File: src/rtl/apb_acc_loader.sv
// APB initiator that moves word bursts between a local stream port and an APB slave.
// One command runs one APB transfer per word, with wait-state, slave-error and timeout handling.
module apb_acc_loader #(
   parameter int unsigned APB_ADDR_WIDTH = 32,
   parameter int unsigned LEN_WIDTH      = 10,
   parameter int unsigned TIMEOUT        = 255
) (
   input  logic                      HCLK,
   input  logic                      HRESETn,
   input  logic                      cmd_valid,
   output logic                      cmd_ready,
   input  logic                      cmd_write,
   input  logic [APB_ADDR_WIDTH-1:0] cmd_addr,
   input  logic [LEN_WIDTH-1:0]      cmd_len,
   input  logic                      wdata_valid,
   output logic                      wdata_ready,
   input  logic [31:0]               wdata,
   output logic                      rdata_valid,
   input  logic                      rdata_ready,
   output logic [31:0]               rdata,
   output logic                      done,
   output logic                      err,
   output logic [APB_ADDR_WIDTH-1:0] PADDR,
   output logic [31:0]               PWDATA,
   output logic                      PWRITE,
   output logic                      PSEL,
   output logic                      PENABLE,
   input  logic [31:0]               PRDATA,
   input  logic                      PREADY,
   input  logic                      PSLVERR
);

   localparam int unsigned TW = (TIMEOUT > 1) ? $clog2(TIMEOUT + 1) : 1;

   typedef enum logic [2:0] {
      StIdle, StLoad, StSetup, StAccess, StRhold, StFinish
   } state_e;

   state_e               state;
   logic [LEN_WIDTH-1:0] remain;
   logic [TW-1:0]        tcnt;

   always_ff @(posedge HCLK) begin
      if (!HRESETn) begin
         state       <= StIdle;
         remain      <= '0;
         tcnt        <= '0;
         cmd_ready   <= 1'b1;
         wdata_ready <= 1'b0;
         rdata_valid <= 1'b0;
         rdata       <= '0;
         done        <= 1'b0;
         err         <= 1'b0;
         PADDR       <= '0;
         PWDATA      <= '0;
         PWRITE      <= 1'b0;
         PSEL        <= 1'b0;
         PENABLE     <= 1'b0;
      end else begin
         done <= 1'b0;
         unique case (state)
            StIdle: begin
               if (cmd_valid) begin
                  cmd_ready <= 1'b0;
                  PADDR     <= {cmd_addr[APB_ADDR_WIDTH-1:2], 2'b00};
                  PWRITE    <= cmd_write;
                  remain    <= cmd_len;
                  err       <= 1'b0;
                  if (cmd_len == '0) begin
                     done  <= 1'b1;
                     state <= StFinish;
                  end else begin
                     wdata_ready <= cmd_write;
                     state       <= StLoad;
                  end
               end
            end
            StLoad: begin
               if (!PWRITE) begin
                  PSEL  <= 1'b1;
                  state <= StSetup;
               end else if (wdata_valid) begin
                  PWDATA      <= wdata;
                  wdata_ready <= 1'b0;
                  PSEL        <= 1'b1;
                  state       <= StSetup;
               end
            end
            StSetup: begin
               PENABLE <= 1'b1;
               tcnt    <= '0;
               state   <= StAccess;
            end
            StAccess: begin
               if (PREADY) begin
                  PSEL    <= 1'b0;
                  PENABLE <= 1'b0;
                  if (PSLVERR) begin
                     err   <= 1'b1;
                     done  <= 1'b1;
                     state <= StFinish;
                  end else if (!PWRITE) begin
                     rdata       <= PRDATA;
                     rdata_valid <= 1'b1;
                     state       <= StRhold;
                  end else begin
                     PADDR  <= PADDR + APB_ADDR_WIDTH'(4);
                     remain <= remain - LEN_WIDTH'(1);
                     if (remain == LEN_WIDTH'(1)) begin
                        done  <= 1'b1;
                        state <= StFinish;
                     end else begin
                        wdata_ready <= 1'b1;
                        state       <= StLoad;
                     end
                  end
               end else if ((TIMEOUT != 0) && (tcnt == TW'(TIMEOUT - 1))) begin
                  // Slave never answered: abandon the transfer and the rest of the burst.
                  PSEL    <= 1'b0;
                  PENABLE <= 1'b0;
                  err     <= 1'b1;
                  done    <= 1'b1;
                  state   <= StFinish;
               end else begin
                  tcnt <= tcnt + TW'(1);
               end
            end
            StRhold: begin
               if (rdata_ready) begin
                  rdata_valid <= 1'b0;
                  PADDR       <= PADDR + APB_ADDR_WIDTH'(4);
                  remain      <= remain - LEN_WIDTH'(1);
                  if (remain == LEN_WIDTH'(1)) begin
                     done  <= 1'b1;
                     state <= StFinish;
                  end else begin
                     state <= StLoad;
                  end
               end
            end
            StFinish: begin
               cmd_ready <= 1'b1;
               state     <= StIdle;
            end
            default: state <= StIdle;
         endcase
      end
   end

endmodule

File: config.mk
export PLATFORM = sky130hd
export DESIGN_NAME = apb_acc_loader
export DESIGN_NICKNAME = d
export VERILOG_FILES = /design/src/rtl/apb_acc_loader.sv
export SDC_FILE = /design/constraint.sdc
export NUM_CORES = 1
export LEC_CHECK = 0
export CORE_MARGIN = 4
export CORE_UTILIZATION = 48
export CTS_CLUSTER_SIZE = 14
export DETAILED_ROUTE_END_ITERATION = 6
export PLACE_DENSITY = 0.86
export SLEW_MARGIN = 40
export SYNTH_ARGS = -nofsm -noshare
export SYNTH_HDL_FRONTEND = slang
export SYNTH_SLANG_ARGS = --single-unit
File: constraint.sdc
create_clock -name HCLK -period 3.15 [get_ports HCLK]
set_input_delay 0.4725 -clock HCLK [delete_from_list [all_inputs] [get_ports HCLK]]
set_output_delay 0.4725 -clock HCLK [all_outputs]
set_load 0.03 [all_outputs]
== Yosys cells after proc, flatten, opt, wreduce, memory -nomap -nowiden ==
Index checks and enable logic that the tools add are counted.

* Add/subtract/negate cells: 3
* Equal/unequal tests: 22
* Multiplexer cells: 61
* Bitwise gates (word level): 2
* Reduce and logical (&&, ||, !) cells: 21

{| class="wikitable"
|+ Operators by type and width
! cell !! count
|-
| 32-bit two-way mux || 5
|-
| 32-bit one-hot mux with 3 select lines || 1
|-
| 10-bit two-way mux || 5
|-
| 32-bit by 3-bit adder with 32-bit output, second input constant || 1
|-
| 3-bit two-way mux || 10
|-
| 10-bit one-hot mux with 3 select lines || 1
|-
| 1-bit two-way mux || 28
|-
| 2-bit != test, second input constant || 12
|-
| 8-bit two-way mux || 2
|-
| 8-bit one-hot mux with 2 select lines || 1
|-
| 3-bit one-hot mux with 5 select lines || 1
|-
| 4-bit AND reduction || 3
|-
| 10-bit by 1-bit equality test with 1-bit output, second input constant || 1
|-
| 10-bit logical NOT || 1
|-
| 1-bit one-hot mux with 2 select lines || 5
|-
| 2-bit nonzero test || 5
|-
| 10-bit by 1-bit subtractor with 10-bit output, second input constant || 1
|-
| 3-bit != test, second input constant || 3
|-
| 3-bit AND reduction || 3
|-
| 9-bit AND reduction || 1
|-
| 8-bit by 1-bit adder with 8-bit output, second input constant || 1
|-
| 8-bit equality test, second input constant || 1
|-
| 3-bit by 2-bit equality test with 1-bit output, second input constant || 2
|-
| 3-bit equality test, second input constant || 2
|-
| 8 further kinds || 13
|}

* Bits in registers: 125
* Input port bits: 114
* Output and inout bits: 104
* Word-level logic and storage cells: 123

== Longest topological paths before layout ==
* Depth after elaboration: 6
* Depth in mapped cells: 8
* Mapped depth without buffers: 7

== Worst setup path before layout ==
No wires, ideal clock.

* Path type: reg-to-reg
* From: register PADDR[2]
* To: register PADDR[24]
* Library setup time: 0.133 ns
* Arrival: 1.979 ns
* Slack: 1.039 ns
* Cell stages (with the launch flop): 7
* Path buffers: 0
* Clock period less this slack: 2.111 ns
* Cells stage by stage: dfxtp_1 -> ha_1 -> nand3_2 -> or4_4 -> o311a_1 -> a21oi_1 -> a31oi_1

* Longest elaborated chain between the ends: 5
* Elaborated cells on any way between the ends: 6
* Classes of those cells: add/sub: 1; mux: 5

{| class="wikitable"
|+ RTL lines
! item !! RTL line !! source
|-
| start: declaration || 23 || <nowiki>output logic [APB_ADDR_WIDTH-1:0] PADDR,</nowiki>
|-
| start signal: assignment || 65 || <nowiki>PADDR <= {cmd_addr[APB_ADDR_WIDTH-1:2], 2'b00};</nowiki>
|-
| start signal: assignment || 107 || <nowiki>PADDR <= PADDR + APB_ADDR_WIDTH'(4);</nowiki>
|-
| start signal: assignment || 131 || <nowiki>PADDR <= PADDR + APB_ADDR_WIDTH'(4);</nowiki>
|-
| 32-bit by 3-bit adder with 32-bit output (*) || 107, 131 ||
|-
| 32-bit two-way mux || 102 || <nowiki>end else if (!PWRITE) begin</nowiki>
|-
| 32-bit two-way mux || 98 || <nowiki>if (PSLVERR) begin</nowiki>
|-
| 32-bit two-way mux || 95 || <nowiki>if (PREADY) begin</nowiki>
|-
| 32-bit one-hot mux with 3 select lines (*) || 61 || <nowiki>unique case (state)</nowiki>
|}

Mark *: on every way between the ends. The rest lies on a longest branch, timed or not. The select of a mux whose other input is x is not followed.
A chain may end at the register's enable or synchronous reset.

== Worst setup path in the final report ==
* From: register state[0]
* To: register PADDR[27]

* Longest elaborated chain between the ends: 3
* Elaborated cells on any way between the ends: 11
* Classes of those cells: eq/ne: 7; mux: 1; reduce/logical: 3

{| class="wikitable"
|+ RTL lines
! item !! RTL line !! source
|-
| start: declaration || 39 || <nowiki>state_e state;</nowiki>
|-
| start signal: assignment || 45 || <nowiki>state <= StIdle;</nowiki>
|-
| start signal: assignment || 71 || <nowiki>state <= StFinish;</nowiki>
|-
| start signal: assignment || 74 || <nowiki>state <= StLoad;</nowiki>
|-
| 3-bit equality test (tied with other cells) || 61 ||
|-
| 2-bit != test (no source line) / 3-bit nonzero test (equally long branches) || n/a ||
|-
| 6-bit AND reduction (no source line) || n/a ||
|}

Parallel ways exist; a longest one is shown, timed or not.

==> summary.md <==
| Metric | Value |
|---|---|
| Worst hold path depth | 2 |
| Critical path startpoint | state[0] |
| Htree depth | 4 |
| Max Cap Viol | 0 |
| Commonest non-fill, non-tap cell in the layout | clkdlybuf4s50_1 |
| Netlist cell types | 65 |
| Post-CTS setup buffer count | 0 |
| Slew margin rel. | 0.591 |
| Die height | 118 um |
| Area Overhead vs Synth | 48.0% |
| Clk sinks | between 100 and 150 |
| Yosys warnings | 0 |
| Critical Path RT | roughly 3500 ps |
| GPL Wtd Cong | about 0.92 |
| Post-synth EDFFs | 0 |
| Crit-path max FO | 51 |
| Initial antenna violation count | 0 |
| Layout cells sized above 1 | 0.0619 |
| Final WL | ~18000 um |
| Mapped cell area | 5850 um^2 |
| Initial Util | 0.489 |
| GRT Overall Usage | 0.253 |
| Hold WC Path Type | flop to flop |
| Commonest non-fill, non-tap cells in the layout | 213 x clkdlybuf4s50_1, 185 x nand2_1, 123 x dfxtp_1 |
| Setup TNS | 0 ps |
| Peak Freq | between 400 and 500 MHz |
| Clock Pin Slew Worst Setup and Hold Paths | ~50 ps |
| Wire per inst | between 15 and 20 um |
| # rows | 40 |
| Avg Inst Size Synth | 7.62 um^2 |
| Largest net degree at the start of global routing | 52 |
| R2r endpoint | PADDR[27] |
| Ys async rst share | 0 |
| Crit start category | flop |
| Arrival time at the worst endpoint | 2670 ps |
| P_leak | approximately 3.1 nW |
| Die width | 118 um |
| Unrepaired setup endpoints after global routing | false |
| Final Skew | 4.81 ps |
| Synth Flop Type | dfxtp_1 |
| Fill cells | between 900 and 1k |
| CTS tree | built |
| Max Root-Sink Buffers | 2 |
| Slowest CP cell | dfxtp_1 |
| Final Instance Area | between 8000 and 9000 um^2 |
| Drc violations | 0 |
| Grt total ovfl | 0 |
| Final core occ | 0.724 |
| DR pass1 iterations | 6 |
| Routed Antenna Nets | 0 |
| CTS Buf Count | 17 |
| Final Power | between 5 and 6 mW |
| Highest cell delay on the worst timing path | 650 ps |
| Cts hold-fix bufs | 0 |
| Syn Inst Count | approximately 770 |
| Fin crit share | 0.738 |
| Initial drt markers | between 500 and 600 |
| Buffers on Ports | around 210 |
| Minimum clock period | approximately 2300 ps |
| Synthesized flop and latch total | ~120 |
| Tightest Pin Transition | 608 ps |
| Reg-to-reg slack, setup | around 820 ps |
| Area post-placement | approximately 8100 um^2 |
| Vias per cell | approximately 5.6 |
| Nets@finish | approximately 1.1k |
| Critical path class | flop to flop |
| Via count | about 6.3k |
| Worst r2r path cells | 6 |
| Vias in the first global route | just under 6k |
| Peak supply drop | a little under 0.5 mV |
| Status | finished, final reports clean |
| # resized after CTS | 0 |
| Final hold violations | 0 |
| Max-slew violations | 0 |
| Seq/Total Area, Yosys | 0.421 |
| Hold endpoint | rdata[3] |
| First-pass GRT wire length | about 29000 um |
| Detail Placement HPWL | about 13000 um |
| Final setup vio count | 0 |
| DIE AREA | 14000 um^2 |
| Reg-to-Reg Start | state[0] |
| Worst skew pair latency | about 420 ps |
| CP endpoint kind | flop |
| Root Driver | clkbuf_16 |
| Antenna diodes | 0 |
| Power Dens Cells | 652 nW/um^2 |
| Core Region | about 12000 um^2 |
| Io pins | roughly 220 |
| CP cell instances | and3b_1 > a21oi_4 > buf_12 > or3_1 > mux2_2 > a31oi_1 |
| Hold_sp | rdata[3] |
[worst max-delay path by stage]
stage / end / slack [ps] / depth (start not counted)
floorplan: PADDR[24] / 1040 / 6
global placement: wdata_ready / 780 / 6
detailed placement: wdata_ready / 770 / 6
CTS: PADDR[27] / 860 / 6
global route: PADDR[27] / 680 / 6
finish: PADDR[27] / 820 / 6
[critical path, delay by kind of cell, from the launching register on]
kind / cells / cell delay (ps)
compound gates: 2 / 320
buf+inv: 1 / 250
flops: 1 / 650
mux: 1 / 270
simple gates: 2 / 740
[logic make-up (layout without fill, tap and decap cells)]
family	Yosys count	in the layout	synth area share
AND/OR/NAND/NOR	349	349	0.273
AO/OA/AOI/OAI	209	209	0.221
flip-flops	123	123	0.421
buffers and inverters	66	267	0.0490
multiplexers	9	9	0.0162
XOR/XNOR	6	6	0.00898
adder cells (fa/ha/maj)	5	5	0.0107
other	1	2	0.000641
[per-layer routing]
| metal | part of all wire | vias up | routed length (um) | GRT usage |
|---|---|---|---|---|
| li1 | - | 3091 | - | - |
| met1 | 0.42 | 2892 | 7570 | 0.310 |
| met2 | 0.48 | 260 | 8630 | 0.413 |
| met3 | 0.084 | 35 | 1520 | 0.0828 |
| met4 | 0.022 | 0 | 406 | 0.0978 |
| met5 | 0 | - | 0 | 0 |
[area by class of cell]
type,count,area [um^2],share of cell area
multi-input combinational,580,3150,0.364
sequential,123,2460,0.284
timing repair buffer,227,2250,0.260
clock buffer,22,484,0.0559
tap,147,184,0.0212
clock inverter,8,92.6,0.0107
inverter,10,37.5,0.00434
[through the flow]
step           instances  setup slack [ps]  hold slack, ps
4_1_cts             1117               862             453
6_report            1117               824             451
3_5_place_dp        1087               766             446
5_1_grt             1117               678             469
3_3_place_gp        1087               775             441
2_1_floorplan        769              1040             457
[state kept, by name, indices dropped and copies added (netlist names)]
name         flops
PWDATA          32
rdata           32
PADDR           30
remain          10
tcnt             8
state            3
PENABLE          1
PSEL             1
PWRITE           1
cmd_ready        1
done             1
err              1
rdata_valid      1
wdata_ready      1
[Yosys cell counts (7+ instances only)]
| master | n | area, um^2 |
|---|---|---|
| buf_2 | 19 | 95.1 |
| nand3_1 | 30 | 150 |
| a21oi_1 | 102 | 510 |
| and3_1 | 10 | 62.6 |
| nor4_1 | 7 | 43.8 |
| clkbuf_1 | 33 | 124 |
| and4_1 | 8 | 70.1 |
| nand4_1 | 11 | 68.8 |
| inv_1 | 10 | 37.5 |
| nor2_1 | 49 | 184 |
| a31oi_1 | 9 | 56.3 |
| nor3_1 | 18 | 90.1 |
| dfxtp_1 | 123 | 2460 |
| o21ai_1 | 10 | 50.1 |
| o21ai_0 | 20 | 100 |
| nand2_1 | 185 | 694 |
[power breakdown]
| group | total (mW) | switching (mW) | internal [mW] |
|---|---|---|---|
| Clock | 1.91 | 0.680 | 1.23 |
| Sequential | 2.00 | 0.260 | 1.74 |
| Combinational | 1.73 | 1.01 | 0.729 |
| Total | 5.65 | 1.95 | 3.70 |
No activity file was read; power rests on OpenSTA's default activity.
